## config.mk

```make
export PLATFORM = sky130hd
export DESIGN_NAME = mesi_isc_mbus_master
export DESIGN_NICKNAME = d
export VERILOG_FILES = /design/src/rtl/mesi_isc_mbus_master.sv
export SDC_FILE = /design/constraint.sdc
export NUM_CORES = 1
export LEC_CHECK = 0
export BUFFER_PORTS_ARGS = -buffer_cell sky130_fd_sc_hd__buf_4
export CORE_MARGIN = 1.5
export CORE_UTILIZATION = 50
export CTS_BUF_LIST = sky130_fd_sc_hd__clkbuf_4 sky130_fd_sc_hd__clkbuf_8
export CTS_CLUSTER_DIAMETER = 40
export DETAILED_ROUTE_END_ITERATION = 7
export PLACE_DENSITY = 0.78
export SLEW_MARGIN = 20
export SYNTH_ARGS = -nofsm -noshare
export SYNTH_HDL_FRONTEND = slang
export SYNTH_SLANG_ARGS = --single-unit
```

## constraint.sdc

```tcl
create_clock -name clk -period 4.7 [get_ports clk]
set_clock_uncertainty 0.15 [all_clocks]
set_input_delay 0.705 -clock clk [delete_from_list [all_inputs] [get_ports clk]]
set_output_delay 0.705 -clock clk [all_outputs]
set_load 0.05 [all_outputs]
```

## src/rtl/mesi_isc_mbus_master.sv

```systemverilog
// CPU-side main-bus initiator: executes one NOP/RD/WR instruction at a time on the
// main-bus RD/WR/ack protocol, captures read data and counts completed instructions.
module mesi_isc_mbus_master #(
  parameter int ADDR_WIDTH     = 32,
  parameter int DATA_WIDTH     = 32,
  parameter int MBUS_CMD_WIDTH = 3,
  parameter int TIMEOUT        = 255
) (
  input  logic                      clk,
  input  logic                      rst,
  input  logic [3:0]                tb_ins,
  input  logic [3:0]                tb_ins_addr,
  input  logic [7:0]                tb_ins_nop_period,
  input  logic [DATA_WIDTH-1:0]     tb_ins_data,
  output logic                      tb_ins_ack,
  output logic [MBUS_CMD_WIDTH-1:0] mbus_cmd,
  output logic [ADDR_WIDTH-1:0]     mbus_addr,
  output logic [DATA_WIDTH-1:0]     mbus_data_wr,
  input  logic                      mbus_ack,
  input  logic [DATA_WIDTH-1:0]     mbus_data_rd,
  output logic [DATA_WIDTH-1:0]     rd_data,
  output logic                      rd_valid,
  output logic                      busy,
  output logic                      timeout_err,
  output logic                      illegal_err,
  output logic [31:0]               stat_rd,
  output logic [31:0]               stat_wr,
  output logic [31:0]               stat_nop
);

  localparam logic [3:0] INS_NOP = 4'd0;
  localparam logic [3:0] INS_WR  = 4'd1;
  localparam logic [3:0] INS_RD  = 4'd2;

  localparam logic [MBUS_CMD_WIDTH-1:0] CMD_NOP = MBUS_CMD_WIDTH'(0);
  localparam logic [MBUS_CMD_WIDTH-1:0] CMD_WR  = MBUS_CMD_WIDTH'(1);
  localparam logic [MBUS_CMD_WIDTH-1:0] CMD_RD  = MBUS_CMD_WIDTH'(2);

  // The wait counter reaches TIMEOUT on the edge where it currently holds TIMEOUT-1.
  localparam logic [15:0] CNT_LAST = 16'(TIMEOUT - 1);

  typedef enum logic [1:0] {IDLE, REQ, NOP_WAIT, ACK} state_t;

  state_t      state, next_state;
  logic [15:0] cnt;
  logic        ins_bus, ins_nop, ack_hit, to_hit, nop_done;

  always_comb begin
    next_state = state;
    ins_bus    = (tb_ins == INS_RD) || (tb_ins == INS_WR);
    ins_nop    = (tb_ins == INS_NOP);
    ack_hit    = (state == REQ) && mbus_ack;
    to_hit     = (state == REQ) && !mbus_ack && (cnt == CNT_LAST);
    nop_done   = (state == NOP_WAIT) && (cnt == 16'd0);
    case (state)
      IDLE: begin
        if (ins_bus)      next_state = REQ;
        else if (ins_nop) next_state = NOP_WAIT;
        else              next_state = ACK;
      end
      REQ:      if (ack_hit || to_hit) next_state = ACK;
      NOP_WAIT: if (nop_done)          next_state = ACK;
      ACK:      next_state = IDLE;
      default:  next_state = IDLE;
    endcase
  end

  always_ff @(posedge clk or negedge rst) begin
    if (!rst) state <= IDLE;
    else      state <= next_state;
  end

  always_ff @(posedge clk or negedge rst) begin
    if (!rst) begin
      cnt          <= '0;
      tb_ins_ack   <= 1'b0;
      mbus_cmd     <= CMD_NOP;
      mbus_addr    <= '0;
      mbus_data_wr <= '0;
      rd_data      <= '0;
      rd_valid     <= 1'b0;
      busy         <= 1'b0;
      timeout_err  <= 1'b0;
      illegal_err  <= 1'b0;
      stat_rd      <= '0;
      stat_wr      <= '0;
      stat_nop     <= '0;
    end else begin
      tb_ins_ack <= 1'b0;
      rd_valid   <= 1'b0;
      busy       <= (next_state != IDLE);
      case (state)
        IDLE: begin
          if (ins_bus) begin
            mbus_cmd  <= (tb_ins == INS_RD) ? CMD_RD : CMD_WR;
            mbus_addr <= ADDR_WIDTH'(tb_ins_addr);
            if (tb_ins == INS_WR) mbus_data_wr <= tb_ins_data;
            cnt <= '0;
          end else if (ins_nop) begin
            cnt <= 16'(tb_ins_nop_period);
          end else begin
            illegal_err <= 1'b1;
            tb_ins_ack  <= 1'b1;
          end
        end
        REQ: begin
          if (ack_hit || to_hit) begin
            // Aborted commands still count as completed instructions.
            mbus_cmd   <= CMD_NOP;
            tb_ins_ack <= 1'b1;
            if (mbus_cmd == CMD_RD) stat_rd <= stat_rd + 32'd1;
            else                    stat_wr <= stat_wr + 32'd1;
            if (ack_hit && (mbus_cmd == CMD_RD)) begin
              rd_data  <= mbus_data_rd;
              rd_valid <= 1'b1;
            end
            if (to_hit) timeout_err <= 1'b1;
          end else begin
            cnt <= cnt + 16'd1;
          end
        end
        NOP_WAIT: begin
          if (nop_done) begin
            tb_ins_ack <= 1'b1;
            stat_nop   <= stat_nop + 32'd1;
          end else begin
            cnt <= cnt - 16'd1;
          end
        end
        default: ;
      endcase
    end
  end

endmodule

```

==> summary.txt, run 1 <==
Layout
  • Leading cell type in the layout, fill and taps excluded: buf_4
  • NumNets Final: 1215
  • Share of cells above drive strength 1: 31.04%
  • P&R area growth vs syn: 25.41%
  • N_diodes: 0
  • Design area: 0.01155 mm²
  • Commonest cells after routing, fill and taps aside: buf_4, dfrtp_1, nand2_1
  • FILL cells: between 1000 and 1500

Pwr
  • Pwr/cell area: 606.1 mW/mm²
  • Sequential power share: about 34%
  • Max IR drop VDD: 0.5044 mV
  • Clock share of power: about 15%
  • Pleak: roughly 5.7 nW
  • Gate power share: between 50% and 60%
  • Switching share of total power: between 40% and 50%
  • Cell-internal power: around 3.6 mW
  • Total net switching power: 3.357 mW

Floorplan
  • Die area: 0.01925 mm²
  • Die H: about 140 µm
  • Core area: 0.01802 mm²
  • Io pins: roughly 280
  • Initial Util: between 50% and 60%
  • Die Span X: 138.7 µm
  • # rows: 49

Global route
  • Vias in the first global route: around 7200
  • Largest net degree at the start of global routing: between 100 and 150
  • Global-route wire length before repair: approximately 37 mm
  • Initial antenna violation count: 0
  • Grt total ovfl: 0
  • GRT Overall Usage: approximately a quarter

Critical path
  • Startpoint types: flip-flop
  • Crit Path Category: reg2reg
  • CP Data Required Time: 4.93 ns
  • Critical path arrival: between 3 and 4 ns
  • CP top delay family: compound AO/OA/AOI/OAI gates
  • Buffers & Inverters on Critical Path: 1
  • Crit path max fanout: 25
  • Cell Chain, Critical Path: inv_1 > ha_1 > xor2_1 > ha_1 > and3b_1 > o21ai_0 > a21oi_1 > a41oi_1 > o22ai_1 > o21a_1 > mux2i_1
  • Max incr delay on CP: 0.78 ns
  • Crit-path most repeated cell: ha_1
  • Slowest cell on the critical path: ha_1
  • Crit end category: flip-flop

STA
  • Final setup viols: 0
  • Post-layout minimum cycle time: around 3.5 ns
  • RSZ-0062 raised after global routing: false
  • Setup_tns: 0 ns
  • Max Slew Vio Count: 0
  • Achievable Freq: about 290 MHz
  • Setup WS post-layout: around 1.2 ns
  • Final hold violations: 0
  • Final period utilization: 74.01%
  • Worst slew pin tran: 0.9715 ns
  • Worst slew margin: about a third

Min path
  • Worst hold path class: in2async

Flow run
  • Number of max-cap violations: 0

Placement
  • IO buf count: roughly 250
  • Final HPWL DP: about 16 mm
  • RD Place Congestion: approximately 0.86
  • DP Worst Slack: 1.229 ns
  • DP Area: 0.01115 mm²

Synth
  • Most used DFF post-synth: dfrtp_1
  • Post-synth EDFFs: 0
  • Seq/Total Area, Yosys: between 50 and 60%
  • Flops & latches, synth: 189
  • Synth unique cells: 65
  • Share of synthesized registers carrying an async set or reset: between 90% and 100%
  • Synthesized cell area: 0.009211 mm²
  • Mapped Cells: approximately 890
  • Syn avg cell area: roughly 10 µm²
  • Ys Warns: 0

Route
  • Vias per inst: between 5 and 6
  • Routed len/inst: 16.72 µm
  • DRT Pass-1 Iters: 6
  • Via count: between 7000 and 8000
  • Iter 0 DRT Violations: approximately 410
  • DRT antenna net count: 0
  • Final wirelength: between 20 and 25 mm
  • Drt drc: 0

Status
  • Outcome: finished clean

Clock network
  • Worst-path clk slew: around 0.1 ns
  • Setup bufs post-CTS: 0
  • Post-CTS Resized: 0
  • Total CTS buffers: 17
  • Hold Buf Count CTS: 0
  • Clock Latency Late Sink: 0.47 ns
  • TritonCTS clock tree: yes
  • H-tree Lvls: 4
  • Max clock buf depth: 2
  • Clock root cell: clkbuf_8
  • Clock sink count: approximately 190
cells by family (layout without fill, tap and decap cells):
logic type                 Yosys count  after routing  synth area share, %
and+or+nand+nor                    345            345                19.02
DFF                                189            189                51.34
AOI/OAI and AO/OA                  106            106                7.783
xor gates and xnor gates           104            104                9.970
buffers and inverters               89            307                5.134
muxes                               43             43                5.216
adders and majority gates           11             11                1.494
other                                1             29              0.04071
sequential cells by signal, indices dropped and copies added, names as in the netlist:
signal / count
rd_data: 32
mbus_addr: 4
timeout_err: 1
busy: 1
mbus_data_wr: 32
stat_wr: 32
tb_ins_ack: 1
stat_rd: 32
mbus_cmd: 2
stat_nop: 32
rd_valid: 1
state: 2
illegal_err: 1
cnt: 16
synth_stat cells, drive strengths merged (5+ instances only):
| master | instances | area [µm²] |
|---|---|---|
| nor2 | 29 | 108.9 |
| nor3 | 12 | 71.32 |
| mux2 | 40 | 450.4 |
| clkbuf | 30 | 112.6 |
| nand4 | 23 | 143.9 |
| o31ai | 6 | 45.04 |
| dfrtp | 189 | 4730 |
| or2 | 5 | 31.28 |
| a21oi | 26 | 130.1 |
| buf | 43 | 300.3 |
| nand2 | 153 | 574.3 |
| nor4 | 12 | 112.6 |
| o21ai | 23 | 115.1 |
| ha | 11 | 137.6 |
| and3 | 28 | 175.2 |
| and2 | 6 | 37.54 |
| xnor2 | 74 | 655.6 |
| or4 | 5 | 48.79 |
| inv | 16 | 60.05 |
| nand3 | 48 | 240.2 |
| and4 | 10 | 87.58 |
| xor2 | 30 | 262.8 |
path summary, 6_finish.rpt:
kind / from / endpoint / slack (ns) / cells after the start
worst max-delay path: state[0]$_DFF_PN0_ / cnt[12]$_DFFE_PN0P_ / 1.22 / 11
worst min-delay path: rst / stat_wr[28]$_DFFE_PN0P_ / 0.22 / 1
worst max register to register: state[0]$_DFF_PN0_ / cnt[12]$_DFFE_PN0P_ / 1.22 / 11
worst min register to register: stat_rd[31]$_DFFE_PN0P_ / stat_rd[31]$_DFFE_PN0P_ / 0.32 / 1
max in group asynchronous: rst / mbus_addr[0]$_DFFE_PN0P_ / 3.26 / 2
min in group clk: mbus_data_rd[31] / rd_data[31]$_DFFE_PN0P_ / 0.26 / 3
worst register-to-register path, delay by kind of cell, from the launching register on:
| family | cells | cell delay, ns |
|---|---|---|
| adders and majority gates | 2 | 1.04 |
| muxes | 1 | 0.14 |
| xor gates and xnor gates | 1 | 0.16 |
| and+or+nand+nor | 1 | 0.16 |
| AOI/OAI and AO/OA | 5 | 1.21 |
| DFF | 1 | 0.41 |
| buffers and inverters | 1 | 0.13 |
layout make-up:
| cell class | instances | area (µm²) | share of cell area [%] |
|---|---|---|---|
| timing repair buffer | 259 | 1963 | 16.99 |
| tap | 229 | 286.5 | 2.480 |
| inverter | 16 | 60.06 | 0.5199 |
| multi-input combinational | 638 | 4114 | 35.61 |
| sequential | 189 | 4730 | 40.94 |
| clock inverter | 12 | 123.9 | 1.072 |
| clock buffer | 20 | 275.3 | 2.383 |
power groups by stage:
| stage | registers (mW) | clock network, mW | logic (mW) |
|---|---|---|---|
| 2_1_floorplan | 3.42 | 0 | 1.52 |
| 3_3_place_gp | 2.40 | 0 | 3.49 |
| 3_5_place_dp | 2.41 | 0 | 3.54 |
| 4_1_cts | 2.39 | 1.10 | 3.55 |
| 5_1_grt | 2.45 | 1.16 | 3.78 |
| 6_report | 2.39 | 1.07 | 3.54 |
through the flow:
step / util [%] / instances / total power [mW] / hold WS [ns]
6_report: 64.09 / 1363 / 7.002 / 0.2245
5_1_grt: 64.09 / 1363 / 7.390 / 0.2340
4_1_cts: 64.09 / 1363 / 7.029 / 0.2392
3_5_place_dp: 61.88 / 1331 / 5.950 / 0.3104
3_3_place_gp: 61.88 / 1331 / 5.889 / 0.3094
2_1_floorplan: - / 916 / 4.941 / 0.2594
per-layer routing:
| layer | wire length (µm) | part of all wire (%) | up-vias | global-route usage (%) |
|---|---|---|---|---|
| li1 | - | - | 3485 | - |
| met4 | 514 | 2.3 | 0 | 7.950 |
| met5 | 0 | 0 | - | 0 |
| met3 | 1637 | 7.2 | 27 | 6.699 |
| met2 | 10870 | 48 | 282 | 38.54 |
| met1 | 9771 | 43 | 3588 | 31.20 |
Note: power is estimated with default switching activity, not from simulation.
==> inputs of run 2 (changes only) <==
--- a/config.mk
+++ b/config.mk
@@ -7,7 +7,7 @@
 export LEC_CHECK = 0
 export BUFFER_PORTS_ARGS = -buffer_cell sky130_fd_sc_hd__buf_4
 export CORE_MARGIN = 1.5
-export CORE_UTILIZATION = 50
+export CORE_UTILIZATION = 48
 export CTS_BUF_LIST = sky130_fd_sc_hd__clkbuf_4 sky130_fd_sc_hd__clkbuf_8
 export CTS_CLUSTER_DIAMETER = 40
 export DETAILED_ROUTE_END_ITERATION = 7
==> constraint.sdc (replaced) <==
create_clock -name clk -period 2.9 [get_ports clk]
set_clock_uncertainty 0.15 [all_clocks]
set_input_delay 0.435 -clock clk [delete_from_list [all_inputs] [get_ports clk]]
set_output_delay 0.435 -clock clk [all_outputs]
set_load 0.05 [all_outputs]
==> run 2 against run 1 <==
  * First-iteration DRC count increased by 9.4%
  * Sequential cell count unchanged
  * Die area increased by 4.1%
  * Global-route usage increased by 0.24 points
  * Via count increased by 4.6%
  * Cell area increased by 5.8%
  * Cell count increased by 5.4%
  * Sequential share of layout area decreased by 2.3 points
  * Sequential power increased by 58%
  * Clock-buffer cell count increased by 1
  * Non-clock buffer count increased by 70
  * Register-to-register slack got worse by 1.1 ns
  * Critical endpoint is now cnt[4]$_DFFE_PN0P_
==> summary.txt, run 2 (synthesis results as in run 1) <==
Global route
  • Global-route wire length before repair: 38.55 mm (+4.4%)
  • Vias in the first global route: 7679 (+7.1%)
  • Largest net degree at the start of global routing: 72 (-42%)
  • Initial antenna violation count: 0 (unchanged)
  • GRT Overall Usage: 24.10% (+0.24 points)
  • Grt total ovfl: 0 (unchanged)

Layout
  • Multi-input logic area: 0.004131 mm² (+0.43%)
  • Share of cells above drive strength 1: 32.59% (+1.5 points)
  • Commonest cells after routing, fill and taps aside: buf_4, dfrtp_1, nand2_1
  • NumNets Final: 1285 (+5.8%)
  • FILL cells: 1523 (+3.7%)
  • N_diodes: 0 (unchanged)
  • Leading cell type in the layout, fill and taps excluded: buf_4
  • Reg area: 0.004731 mm² (about the same)
  • P&R area growth vs syn: 32.75%

Clock network
  • Max clock buf depth: 2 (unchanged)
  • Clock Latency Late Sink: 0.47 ns (about the same)
  • Clock root cell: clkbuf_8
  • H-tree Lvls: 4 (unchanged)
  • Worst-path clk slew: 0.10 ns (about the same)
  • Total CTS buffers: 17 (unchanged)
  • TritonCTS clock tree: yes
  • Clock sink count: 189 (unchanged)

Route
  • Final wirelength: 23.68 mm (+3.9%)
  • Highest metal used: met4
  • Via count: 7725 (+4.6%)
  • Metal3 WL: 1.724 mm (+5.3%)
  • DRT Pass-1 Iters: 7 (+1)
  • Drt drc: 0 (unchanged)
  • DRT antenna net count: 0 (unchanged)
  • Iter 0 DRT Violations: 453 (+9.4%)
  • Met2 Routed Length: 11.42 mm (+5.1%)
  • M1 wire length: 9.842 mm (+0.73%)
  • Routed len/inst: 16.48 µm (-1.4%)
  • Vias per inst: 5.376 (-0.74%)

Status
  • Outcome: finished clean

Pwr
  • Pleak: 6.088 nW (+6.0%)
  • Pwr Total: 11.95 mW (+71%)
  • Pwr/cell area: 977.4 mW/mm² (+61%)
  • Max IR drop VDD: 0.7860 mV (+56%)

Floorplan
  • Die H: 141.5 µm (+2.0%)
  • Io pins: 283 (unchanged)
  • Die area: 0.02003 mm² (+4.1%)
  • Core area: 0.01877 mm² (+4.1%)
  • Die Span X: 141.5 µm (+2.0%)
  • Initial Util: 49.08% (-2.0 points)
  • # rows: 50 (+2.0%)

Critical path
  • Cell Chain, Critical Path: inv_2 > ha_4 > xor2_1 > ha_1 > and3b_1 > o21ai_1 > and2_1 > xnor2_1 > a21oi_1 > a311oi_1 > a21oi_1
  • Slowest cell on the critical path: dfrtp_1
  • Crit-path most repeated cell: a21oi_1
  • Crit end category: flip-flop
  • Startpoint types: flip-flop
  • Critical path arrival: 2.94 ns (-0.77 ns)
  • Crit path max fanout: 11 (-56%)
  • Max incr delay on CP: 0.42 ns (-0.36 ns)
  • CP Data Required Time: 3.10 ns (-1.83 ns)
  • Buffers & Inverters on Critical Path: 1 (unchanged)
  • Crit Path Category: reg2reg
  • CP top delay family: compound AO/OA/AOI/OAI gates

STA
  • Achievable Freq: 365.2 MHz (+27%)
  • Final period utilization: 94.43% (+20 points)
  • Worst slew pin tran: 0.7196 ns (-0.2519 ns)
  • Final hold violations: 0 (unchanged)
  • RSZ-0062 raised after global routing: false
  • Final setup viols: 0 (unchanged)
  • Post-layout minimum cycle time: 2.738 ns (-0.7400 ns)
  • Max Slew Vio Count: 0 (unchanged)
  • Setup_tns: 0 ns (unchanged)
  • Worst slew margin: 51.97% (+17 points)

Placement
  • Final HPWL DP: 17.17 mm (+4.2%)
  • IO buf count: 253 (unchanged)
  • RD Place Congestion: 0.9347 (+8.5%)

Flow run
  • Number of max-cap violations: 0 (unchanged)

Min path
  • Worst hold path class: in2reg
-- run 2: changes by cell type in the layout (fill, tap and decap cells not counted), sizes merged --
| cell | previous run | this run |
|---|---|---|
| buf | 258 | 295 |
| clkinv | 5 | 2 |
| clkbuf | 21 | 22 |
| bufinv | 0 | 3 |
| inv | 22 | 21 |
| dlygate4sd3 | 0 | 33 |
| clkinvlp | 1 | 0 |
-- run 2: area by class of cell --
| cell class | instances | share of cell area [%] |
|---|---|---|
| clock buffer | 21 | 2.261 |
| clock inverter | 10 | 1.248 |
| inverter | 16 | 0.4911 |
| multi-input combinational | 638 | 33.79 |
| sequential | 189 | 38.69 |
| tap | 234 | 2.394 |
| timing repair buffer | 329 | 21.13 |
-- run 2: worst paths after layout --
kind                       slack (ns)                     start                       end  depth (start not counted)
max                              0.16        state[0]$_DFF_PN0_        cnt[4]$_DFFE_PN0P_                         11
min                              0.04                  mbus_ack   timeout_err$_DFFE_PN0P_                          2
max reg2reg                      0.16        state[0]$_DFF_PN0_        cnt[4]$_DFFE_PN0P_                         11
min reg2reg                      0.33  stat_nop[31]$_DFFE_PN0P_  stat_nop[31]$_DFFE_PN0P_                          1
max in group asynchronous        1.53                       rst    stat_wr[0]$_DFFE_PN0P_                          3
min in group asynchronous        0.38                       rst  stat_nop[19]$_DFFE_PN0P_                          2
-- run 2: repair_timing --
action / CTS / global route
hold buffers: 33 / 0
gates resized for setup: 0 / 2
buffers inserted: 0 / 3
setup endpoints to repair: 0 / 23
endpoints found under the hold margin: 100 / 0
-- run 2: stage by stage --
step	area [µm²]	worst slack, ns	std cells	utilization, %	hold WS [ns]
floorplan	9340	0.005394	916	-	-0.01059
global placement	11440	0.2056	1370	60.95	0.3098
detailed placement	11440	0.1434	1370	60.95	0.3131
CTS	12200	0.1058	1434	65.00	0.01065
global route	12230	0.01829	1437	65.15	0.01180
finish	12230	0.1616	1437	65.15	0.04262
-- run 2: per-layer routing --
| metal | up-vias | track usage, % |
|---|---|---|
| met1 | 3740 | 30.77 |
| met5 | - | 0 |
| met4 | 0 | 9.170 |
| met2 | 315 | 39.10 |
| li1 | 3619 | - |
| met3 | 51 | 6.750 |
-- run 2: power breakdown --
| part | internal [mW] | total, mW | switching, mW | leakage (nW) |
|---|---|---|---|---|
| combinational | 2.20 | 6.29 | 4.09 | 3.38 |
| clock | 0.935 | 1.90 | 0.961 | 0.222 |
| sequential | 3.28 | 3.77 | 0.485 | 2.49 |
==> inputs of run 3 (changes only) <==
--- a/config.mk
+++ b/config.mk
@@ -6,6 +6,7 @@
 export NUM_CORES = 1
 export LEC_CHECK = 0
 export BUFFER_PORTS_ARGS = -buffer_cell sky130_fd_sc_hd__buf_4
+export CORE_ASPECT_RATIO = 1.5
 export CORE_MARGIN = 1.5
 export CORE_UTILIZATION = 48
 export CTS_BUF_LIST = sky130_fd_sc_hd__clkbuf_4 sky130_fd_sc_hd__clkbuf_8
==> run 3 against run 2 <==
  * Die area barely moved
  * Highest routed layer unchanged
  * Worst hold slack got worse by 0.012 ns
  * Critical path depth fell by 4
  * Cell area fell by 0.18%
  * Largest power group unchanged
==> summary.txt, run 3 (synthesis results as in run 1) <==
Status
  • Outcome: finished clean

STA
  • Final period utilization: 94.90% (+0.47 points)
  • RSZ-0062 raised after global routing: false
  • Setup WS post-layout: 0.1480 ns (-0.01362 ns)
  • Worst slew margin: 57.94% (+6.0 points)
  • Post-layout minimum cycle time: 2.752 ns (+0.01362 ns)
  • Final setup viols: 0 (unchanged)
  • Setup_tns: 0 ns (unchanged)
  • Worst slew pin tran: 0.6309 ns (-0.08877 ns)
  • Max Slew Vio Count: 0 (unchanged)
  • Final hold violations: 0 (unchanged)
  • Achievable Freq: 363.4 MHz (-0.50%)

Min path
  • Worst hold path class: in2reg
  • Worst Hold Depth: 2 (unchanged)

Pwr
  • Max IR drop VDD: 0.6960 mV (-11%)
  • Pleak: 6.045 nW (-0.71%)
  • Pwr/cell area: 963.2 mW/mm² (-1.4%)

Route
  • DRT Pass-1 Iters: 5 (-2)
  • Drt drc: 0 (unchanged)
  • Iter 0 DRT Violations: 547 (+21%)
  • Via count: 7811 (+1.1%)
  • Routed len/inst: 17.13 µm (+3.9%)
  • Final wirelength: 24.90 mm (+5.2%)
  • DRT antenna net count: 0 (unchanged)
  • Vias per inst: 5.372 (about the same)

Critical path
  • Crit end category: flip-flop
  • Slowest cell on the critical path: or4_4
  • Cell Chain, Critical Path: or4_4 > nor3_4 > and4_1 > and3_1 > and3_1 > and3_1 > xor2_1
  • CP Data Required Time: 3.14 ns (+0.04 ns)
  • Crit Path Category: reg2reg
  • CP top delay family: simple AND/OR/NAND/NOR gates
  • Reg2Reg Depth: 7 (-4)
  • Crit path max fanout: 9 (-2)
  • Crit-path most repeated cell: and3_1
  • Startpoint types: flip-flop
  • Buffers & Inverters on Critical Path: 0 (-1)
  • Critical path arrival: 2.99 ns (+0.05 ns)
  • Crit path depth: 7 (-4)
  • Max incr delay on CP: 0.57 ns (+0.15 ns)

Layout
  • FILL cells: 1481 (-2.8%)
  • P&R area growth vs syn: 32.51%
  • Multi-input logic area: 0.004126 mm² (-0.12%)
  • N_diodes: 0 (unchanged)
  • Leading cell type in the layout, fill and taps excluded: buf_4
  • NumNets Final: 1284 (-0.078%)
  • Reg area: 0.004730 mm² (about the same)
  • Commonest cells after routing, fill and taps aside: buf_4, dfrtp_1, nand2_1
  • Share of cells above drive strength 1: 32.11% (-0.47 points)

Clock network
  • Max clock buf depth: 2 (unchanged)
  • Clock sink count: 189 (unchanged)
  • TritonCTS clock tree: yes
  • Total CTS buffers: 17 (unchanged)
  • H-tree Lvls: 4 (unchanged)
  • Worst-path clk slew: 0.11 ns (about the same)
  • Clock root cell: clkbuf_8
  • Clock Latency Late Sink: 0.47 ns (about the same)
  • Setup bufs post-CTS: 0 (unchanged)

Global route
  • Initial antenna violation count: 0 (unchanged)
  • Grt total ovfl: 0 (unchanged)
  • Vias in the first global route: 7760 (+1.1%)
  • GRT Overall Usage: 25.22% (+1.1 points)
  • Largest net degree at the start of global routing: 76 (+5.6%)
  • Global-route wire length before repair: 39.47 mm (+2.4%)

Floorplan
  • Io pins: 283 (unchanged)
  • Die Span X: 116.1 µm (-18%)
  • Die H: 172.7 µm (+22%)
  • Core area: 0.01870 mm² (-0.37%)
  • # rows: 61 (+22%)
  • Die area: 0.02005 mm² (about the same)
  • Initial Util: 49.26% (+0.18 points)

Placement
  • RD Place Congestion: 0.9204 (-1.5%)
  • Final HPWL DP: 18.03 mm (+5.0%)
  • IO buf count: 253 (unchanged)
  • DP Worst Slack: 0.1779 ns (+0.03444 ns)

Flow run
  • Number of max-cap violations: 0 (unchanged)
==> run 3: changes by cell type in the layout (fill, tap and decap cells not counted), sizes merged <==
cell and delta:
clkbuf -3, buf -4, clkinvlp +3, bufinv -3, dlygate4sd3 +3, clkinv +3
==> run 3: repair_timing <==
item	in CTS	in global routing
hold endpoints to repair	104	3
gates resized for setup	0	0
hold buffers	33	3
==> run 3: stage by stage <==
| step | hold slack (ns) | power (mW) | std cells | utilization [%] | cell area, µm² |
|---|---|---|---|---|---|
| after floorplan | -0.01059 | 8.047 | 916 | - | 9340 |
| after global placement | 0.3096 | 9.926 | 1387 | 61.32 | 11470 |
| after detailed placement | 0.3134 | 10.04 | 1387 | 61.32 | 11470 |
| after CTS | 0.001558 | 11.75 | 1451 | 65.11 | 12180 |
| after global routing | 0.0008390 | 12.41 | 1454 | 65.27 | 12210 |
| final | 0.03039 | 11.76 | 1454 | 65.27 | 12210 |
==> run 3: worst paths after layout <==
kind,to,slack [ns],from
hold reg to reg,stat_rd[31]$_DFFE_PN0P_,0.33,stat_rd[31]$_DFFE_PN0P_
setup reg to reg,stat_nop[29]$_DFFE_PN0P_,0.15,cnt[9]$_DFFE_PN0P_
min in group asynchronous,stat_rd[12]$_DFFE_PN0P_,0.39,rst
max in group asynchronous,mbus_data_wr[21]$_DFFE_PN0P_,1.47,rst
hold / removal,mbus_data_wr[27]$_DFFE_PN0P_,0.03,tb_ins_data[27]
setup / recovery,stat_nop[29]$_DFFE_PN0P_,0.15,cnt[9]$_DFFE_PN0P_
==> run 3: power by group <==
part / leakage, nW / total [mW] / internal [mW] / switching, mW
Clock: 0.182 / 1.65 / 0.647 / 1.01
Sequential: 2.49 / 3.80 / 3.28 / 0.520
Combinational: 3.38 / 6.31 / 2.21 / 4.10
Total: 6.05 / 11.8 / 6.13 / 5.62
==> run 3: per-layer routing <==
layer  vias to the layer above  global-route usage (%)  share of wire [%]  wire length (µm)
met5                         -                       0                  0                 0
met4                         0                   13.41                4.8              1194
li1                       3626                       -                  -                 -
met3                        83                   5.082                5.2              1307
met2                       270                   43.97                 52             13040
met1                      3832                   28.45                 38              9357
==> run 3: cell type report <==
class	count	share of cell area, %
repair buffers	328	21.27
multi-input cells	638	33.81
clock buffers	18	2.030
clock inverters	13	1.066
flip-flops and latches	189	38.75
inverters	16	0.4921
well taps	252	2.583
